`config.mk`:
```
export PLATFORM = sky130hd
export DESIGN_NAME = dmem_access_ctrl
export DESIGN_NICKNAME = d
export VERILOG_FILES = /design/src/rtl/dmem_access_ctrl.sv
export SDC_FILE = /design/constraint.sdc
export NUM_CORES = 1
export LEC_CHECK = 0
export CORE_MARGIN = 2
export CORE_UTILIZATION = 48
export CTS_BUF_LIST = sky130_fd_sc_hd__clkbuf_8
export DETAILED_ROUTE_END_ITERATION = 7
export PLACE_DENSITY_LB_ADDON = 0.25
export RECOVER_POWER = 25
export SLEW_MARGIN = 40
export SYNTH_ARGS = -nofsm -noshare
export SYNTH_HDL_FRONTEND = slang
export SYNTH_SLANG_ARGS = --single-unit
```
`constraint.sdc`:
```
create_clock -name clk -period 5.7 [get_ports clk]
set_input_delay 1.425 -clock clk [delete_from_list [all_inputs] [get_ports clk]]
set_output_delay 1.425 -clock clk [all_outputs]
set_load 0.01 [all_outputs]
```
`src/rtl/dmem_access_ctrl.sv`:
```
// dmem_access_ctrl: sequences MEM-stage loads/stores onto a valid/ready
// data-memory bus, holds the pipeline while an access is outstanding,
// lane-aligns store data, extracts/extends load data and reports
// misaligned accesses, bus errors and timeouts.
module dmem_access_ctrl #(
    parameter int TIMEOUT_CYCLES = 255,
    parameter int CNT_W          = 8
) (
    input  logic        clk,
    input  logic        rst,
    input  logic        pc_valid_i,
    input  logic        mem_rd_en_i,
    input  logic        mem_wr_en_i,
    input  logic [3:0]  mem_ctrl_i,
    input  logic [31:0] addr_i,
    input  logic [31:0] wdata_i,
    input  logic        flush_i,
    output logic        stall_o,
    output logic        dmem_req_o,
    output logic        dmem_we_o,
    output logic [31:0] dmem_addr_o,
    output logic [3:0]  dmem_wstrb_o,
    output logic [31:0] dmem_wdata_o,
    input  logic        dmem_ready_i,
    input  logic        dmem_rvalid_i,
    input  logic [31:0] dmem_rdata_i,
    input  logic        dmem_err_i,
    output logic [31:0] load_data_o,
    output logic        load_valid_o,
    output logic        misalign_o,
    output logic        bus_err_o
);

    typedef enum logic [1:0] {IDLE, REQ, RSP, DONE} state_t;

    // Abort once the access has spent this many REQ+RSP cycles waiting.
    localparam logic [CNT_W-1:0] TMO_LAST = CNT_W'(TIMEOUT_CYCLES - 1);

    state_t            state_q, state_d;
    logic [29:0]       addr_q, addr_d;
    logic              we_q, we_d;
    logic [1:0]        size_q, size_d;
    logic              uns_q, uns_d;
    logic [1:0]        lane_q, lane_d;
    logic [31:0]       wdata_q, wdata_d;
    logic [3:0]        wstrb_q, wstrb_d;
    logic [CNT_W-1:0]  cnt_q, cnt_d;
    logic              err_q, err_d;
    logic              flushed_q, flushed_d;
    logic [31:0]       load_data_q, load_data_d;

    logic        access;
    logic        misaligned;
    logic [31:0] lane_wdata;
    logic [3:0]  lane_wstrb;
    logic [31:0] ext_data;
    logic [7:0]  byte_sel;
    logic [15:0] half_sel;
    logic        unused_ctrl;

    // Bit 3 of the control field carries no meaning for this block.
    assign unused_ctrl = mem_ctrl_i[3];

    assign access     = pc_valid_i & (mem_rd_en_i | mem_wr_en_i) & ~flush_i;
    assign misaligned = (mem_ctrl_i[1:0] == 2'b11)
                      | ((mem_ctrl_i[1:0] == 2'b01) & addr_i[0])
                      | ((mem_ctrl_i[1:0] == 2'b10) & (addr_i[1:0] != 2'b00));

    // Replicate store data across lanes and build strobes; loads write nothing.
    always_comb begin
        lane_wdata = wdata_i;
        lane_wstrb = 4'b1111;
        case (mem_ctrl_i[1:0])
            2'b00: begin
                lane_wdata = {4{wdata_i[7:0]}};
                lane_wstrb = 4'b0001 << addr_i[1:0];
            end
            2'b01: begin
                lane_wdata = {2{wdata_i[15:0]}};
                lane_wstrb = 4'b0011 << addr_i[1:0];
            end
            default: ;
        endcase
        if (!mem_wr_en_i) begin
            lane_wstrb = 4'b0000;
        end
    end

    // Pick the addressed byte/half of the returned word and extend it.
    always_comb begin
        case (lane_q)
            2'd0:    byte_sel = dmem_rdata_i[7:0];
            2'd1:    byte_sel = dmem_rdata_i[15:8];
            2'd2:    byte_sel = dmem_rdata_i[23:16];
            default: byte_sel = dmem_rdata_i[31:24];
        endcase
        half_sel = lane_q[1] ? dmem_rdata_i[31:16] : dmem_rdata_i[15:0];
        case (size_q)
            2'b00:   ext_data = {{24{~uns_q & byte_sel[7]}}, byte_sel};
            2'b01:   ext_data = {{16{~uns_q & half_sel[15]}}, half_sel};
            default: ext_data = dmem_rdata_i;
        endcase
    end

    // Next-state and pulse logic; a flush after the handshake only
    // suppresses the completion pulses, it never abandons the bus.
    always_comb begin
        state_d      = state_q;
        addr_d       = addr_q;
        we_d         = we_q;
        size_d       = size_q;
        uns_d        = uns_q;
        lane_d       = lane_q;
        wdata_d      = wdata_q;
        wstrb_d      = wstrb_q;
        cnt_d        = cnt_q;
        err_d        = err_q;
        flushed_d    = flushed_q;
        load_data_d  = load_data_q;
        stall_o      = 1'b0;
        misalign_o   = 1'b0;
        load_valid_o = 1'b0;
        bus_err_o    = 1'b0;
        case (state_q)
            IDLE: begin
                if (access) begin
                    if (misaligned) begin
                        misalign_o = 1'b1;
                    end else begin
                        stall_o   = 1'b1;
                        addr_d    = addr_i[31:2];
                        we_d      = mem_wr_en_i;
                        size_d    = mem_ctrl_i[1:0];
                        uns_d     = mem_ctrl_i[2];
                        lane_d    = addr_i[1:0];
                        wdata_d   = lane_wdata;
                        wstrb_d   = lane_wstrb;
                        cnt_d     = '0;
                        err_d     = 1'b0;
                        flushed_d = 1'b0;
                        state_d   = REQ;
                    end
                end
            end
            REQ: begin
                stall_o = 1'b1;
                cnt_d   = cnt_q + CNT_W'(1);
                if (dmem_ready_i) begin
                    if (flush_i) begin
                        flushed_d = 1'b1;
                    end
                    state_d = RSP;
                end else if (flush_i) begin
                    state_d = IDLE;
                end else if (cnt_q >= TMO_LAST) begin
                    err_d   = 1'b1;
                    state_d = DONE;
                end
            end
            RSP: begin
                stall_o = 1'b1;
                cnt_d   = cnt_q + CNT_W'(1);
                if (flush_i) begin
                    flushed_d = 1'b1;
                end
                if (dmem_rvalid_i) begin
                    err_d   = dmem_err_i;
                    state_d = DONE;
                    if (!we_q && !dmem_err_i && !flushed_q && !flush_i) begin
                        load_data_d = ext_data;
                    end
                end else if (cnt_q >= TMO_LAST) begin
                    err_d   = 1'b1;
                    state_d = DONE;
                end
            end
            DONE: begin
                load_valid_o = ~we_q & ~err_q & ~flushed_q;
                bus_err_o    = err_q & ~flushed_q;
                state_d      = IDLE;
            end
            default: state_d = IDLE;
        endcase
    end

    // State and latched access registers; reset aborts any access in flight.
    always_ff @(posedge clk) begin
        if (rst) begin
            state_q     <= IDLE;
            addr_q      <= '0;
            we_q        <= 1'b0;
            size_q      <= '0;
            uns_q       <= 1'b0;
            lane_q      <= '0;
            wdata_q     <= '0;
            wstrb_q     <= '0;
            cnt_q       <= '0;
            err_q       <= 1'b0;
            flushed_q   <= 1'b0;
            load_data_q <= '0;
        end else begin
            state_q     <= state_d;
            addr_q      <= addr_d;
            we_q        <= we_d;
            size_q      <= size_d;
            uns_q       <= uns_d;
            lane_q      <= lane_d;
            wdata_q     <= wdata_d;
            wstrb_q     <= wstrb_d;
            cnt_q       <= cnt_d;
            err_q       <= err_d;
            flushed_q   <= flushed_d;
            load_data_q <= load_data_d;
        end
    end

    assign dmem_req_o   = (state_q == REQ);
    assign dmem_we_o    = we_q;
    assign dmem_addr_o  = {addr_q, 2'b00};
    assign dmem_wstrb_o = wstrb_q;
    assign dmem_wdata_o = wdata_q;
    assign load_data_o  = load_data_q;

endmodule

```
==> reports/qor_table.md <==
| Stage | Parameter | Value |
| --- | --- | --- |
| status | Run status | finished clean |
| timing | Share of the clock period used by the worst path | 87.5% |
| global routing | Global-route track usage on met3 | 10.2% |
| logic synthesis | Prevailing post-synth register cell | sky130_fd_sc_hd__dfxtp_1 |
| logic synthesis | Mapped Area | 0.00531 mm² |
| finish | Most used cells in the layout excluding fill and tap cells | sky130_fd_sc_hd__nand2_1, sky130_fd_sc_hd__clkdlybuf4s50_1, sky130_fd_sc_hd__dfxtp_1, sky130_fd_sc_hd__a21oi_1, sky130_fd_sc_hd__nor2_1 |
| timing | Unrepaired setup endpoints after global routing | no |
| clock network | Post-CTS Repair Setup Buffers | 0 |
| timing | Worst slew slack as a fraction of its limit | 50.0% |
| clock network | Resized cells post-CTS | 0 |
| clock network | Worst-Skew Late Latency | 0.42 ns |
| logic synthesis | Count of flip-flops with a built-in enable after synthesis | 0 |
| global routing | Total global routing track utilization | 27.3% |
| finish | Layout Area Growth over Synthesis | 48.6% |
| clock network | Cts hold-fix bufs | 0 |
| logic synthesis | Count of distinct cell types in the synthesized netlist | 51 |
| clock network | Buffer type at the clock tree root | sky130_fd_sc_hd__clkbuf_8 |
| power and ir drop | Ratio of total power to cell area | 281 mW/mm² |
| worst setup path | Maximum fanout count along the critical path | 7 |
| finish | Final Instance Count excl. Fillers | 1017 |
| global routing | Peak-usage layer in the global routing report | met2 |
| clock network | CTS Buf Count | 17 |
| worst setup path | Crit Path Category | input port to output pin |
| floorplanning | Die Y-Extent | 109 µm |
| global routing | Total gr overflow | 0 |
| placed design | Placer Congestion | 0.904 |
| timing | Skew final | 0.00811 ns |
| global routing | Number of global-route vias before repair | 5438 |
| timing | Time the final worst path needs with I/O delays and setup | 4.99 ns |
| clock network | Clock net sink count | 116 |
| clock network | Clock transition at path regs | 0.07 ns |
| power and ir drop | Peak supply drop | 0.182 mV |
| logic synthesis | #FFs+latches synth | 116 |
| finish | Most common cell after layout, fill and taps aside | sky130_fd_sc_hd__nand2_1 |
| global routing | Global routing met2 resource utilization | 45.3% |
| worst setup path | Crit path arrival time | 3.56 ns |
| worst setup path | Cell count of the worst reg-to-reg path | 8 |
| routing | Number of vias per cell | 5.50 |
| routing | DRC violations left | 0 |
| global routing | First-pass GRT wire length | 25600 µm |
| global routing | Maximum number of pins on one net before global-route repair | 115 |
| logic synthesis | Gate count after technology mapping | 674 |
| logic synthesis | Sequential element share of the synthesized area | 43.7% |
| timing | Setup tns final | 0 ns |
| timing | Number of pins with negative max-slew slack in the final report | 0 |
| clock network | CTS Buffer Depth | 2 |
| floorplanning | Top Ports | 215 |
| global routing | Met1 track demand over resource | 31.3% |
| finish | Fraction of final layout cells with drive strength greater than 1 | 6.04% |
| routing | Vias after detailed routing | 5592 |
| floorplanning | Core Region | 0.0108 mm² |
| timing | Worst slack on hold paths | 0.455 ns |
| worst setup path | Startpoint Class | input port |
| timing | Fmax | 0.201 GHz |
| finish | Net count reported at finish | 981 |
| finish | Filler Cells Inserted | 900 |
| worst setup path | Crit end category | output pin |
| floorplanning | Number of placement rows | 38 |
| worst setup path | Critical Path RT | 4.28 ns |
| power and ir drop | Final Total Pwr | 2.22 mW |
| clock network | Htree depth | 4 |
| routing | Routed wire per std cell | 16.2 µm |
| floorplanning | Die Width | 109 µm |
| finish | Cell area after layout | 0.00790 mm² |
| min path | Depth of the worst hold-timing path | 2 |
| floorplanning | Effective utilization at floorplan | 49.0% |
| placed design | Placed instance area | 0.00746 mm² |
| routing | Routed wire length | 16500 µm |
| logic synthesis | Share of flip-flops with an asynchronous set or reset | 0% |
| routing | Violation count after the first detailed-route iteration | 428 |
| min path | Worst hold-check path type | register to register |
| placed design | Number of buffers inserted by port buffering | 211 |
| routing | Count of nets left with antenna violations after detail routing | 0 |
| global routing | Initial antenna violation count | 0 |
| power and ir drop | Leakage | 2.93 nW |
| placed design | Detailed placer's ending HPWL | 11900 µm |
| clock network | CTS tree | yes |
| timing | Hold Fails Final Rpt | 0 |
| routing | Detailed-router iteration count before antenna repair | 5 |
| timing | Finish-stage setup viols | 0 |
| floorplanning | Die area | 0.0119 mm² |
| logic synthesis | Average instance area after synthesis | 7.88 µm² |
| timing | Worst Tran Pin Value | 0.750 ns |
| finish | # diodes | 0 |
| flow run | Maximum Capacitance Violations | 0 |
| placed design | Total instance count after detailed placement | 985 |
| logic synthesis | Yosys synthesis warning count | 0 |
[Yosys cell counts, types with 5 or more instances]
cell	number	area share [%]
sky130_fd_sc_hd__mux2i_1	17	3.2
sky130_fd_sc_hd__a311oi_1	9	1.5
sky130_fd_sc_hd__a211o_1	5	0.82
sky130_fd_sc_hd__o21ai_0	26	2.4
sky130_fd_sc_hd__nor4_1	5	0.59
sky130_fd_sc_hd__ha_1	8	1.9
sky130_fd_sc_hd__inv_1	11	0.78
sky130_fd_sc_hd__and3_1	5	0.59
sky130_fd_sc_hd__a21oi_1	85	8.0
sky130_fd_sc_hd__nor2_1	58	4.1
sky130_fd_sc_hd__a22oi_1	8	1.1
sky130_fd_sc_hd__nor2b_1	5	0.59
sky130_fd_sc_hd__clkbuf_1	34	2.4
sky130_fd_sc_hd__dfxtp_1	116	44
sky130_fd_sc_hd__a22o_1	6	0.99
sky130_fd_sc_hd__buf_2	11	1.0
sky130_fd_sc_hd__nand2_1	164	12
sky130_fd_sc_hd__a211oi_1	39	5.5
sky130_fd_sc_hd__o22ai_1	5	0.59
[path summary, 6_finish.rpt]
| path | slack, ns | startpoint | to |
|---|---|---|---|
| worst max-delay path | 0.71 | addr_i[1] | stall_o |
| worst min-delay path | 0.45 | uns_q | uns_q |
| worst max register to register | 3.21 | state_q[0] | err_q |
| worst min register to register | 0.45 | uns_q | uns_q |
[sequential cells by signal, summed over array words and instances (netlist names)]
signal and count:
addr_q 30, cnt_q 8, dmem_wdata_o 32, dmem_we_o 1, dmem_wstrb_o 4, err_q 1, flushed_q 1, lane_q 2
load_data_o 32, size_q 2, state_q 2, uns_q 1
[cell families (layout without fill, tap and decap cells)]
group / count (synthesis) / after routing / synth area share [%]
flip-flops: 116 / 116 / 43.7
multiplexers: 21 / 21 / 4.05
buffers and inverters: 64 / 266 / 5.28
XOR/XNOR: 4 / 4 / 0.660
AND/OR/NAND/NOR: 254 / 254 / 19.6
AO/OA/AOI/OAI: 206 / 206 / 24.7
other: 1 / 2 / 0.0706
adder cells (fa/ha/maj): 8 / 8 / 1.88
[routing by layer]
| metal | part of all wire, % | vias up |
|---|---|---|
| li1 | - | 2732 |
| met1 | 40 | 2573 |
| met2 | 47 | 247 |
| met3 | 9.9 | 40 |
| met4 | 3.4 | 0 |
| met5 | 0 | - |
[final cells by class]
type,count,area [µm²],share of cell area [%]
multi-input combinational,495,2730,34.6
sequential,116,2320,29.4
timing repair buffer,222,2200,27.8
clock buffer,17,234,2.96
clock inverter,15,191,2.42
tap,140,175,2.22
inverter,12,45.0,0.571
[worst max-delay path, cell delays in order]
cell and delay (ns):
sky130_fd_sc_hd__clkdlybuf4s50_1 0.51, sky130_fd_sc_hd__or3_4 0.47, sky130_fd_sc_hd__a2111o_2 0.44, sky130_fd_sc_hd__a21oi_1 0.16, sky130_fd_sc_hd__clkdlybuf4s50_1 0.55
[power by group]
group | total [mW] | leakage, nW | internal [mW] | switching, mW
clock | 0.819 | 0.214 | 0.472 | 0.347
sequential | 0.891 | 0.938 | 0.858 | 0.0334
combinational | 0.509 | 1.78 | 0.237 | 0.272
[through the flow]
| step | utilization, % | setup slack (ns) |
|---|---|---|
| CTS | 72.8 | 0.710 |
| global placement | 68.7 | 0.739 |
| global route | 72.8 | 0.642 |
| detailed placement | 68.9 | 0.717 |
| finish | 72.8 | 0.714 |
| floorplan | - | 1.51 |
Note: power is estimated with default switching activity, not from simulation.
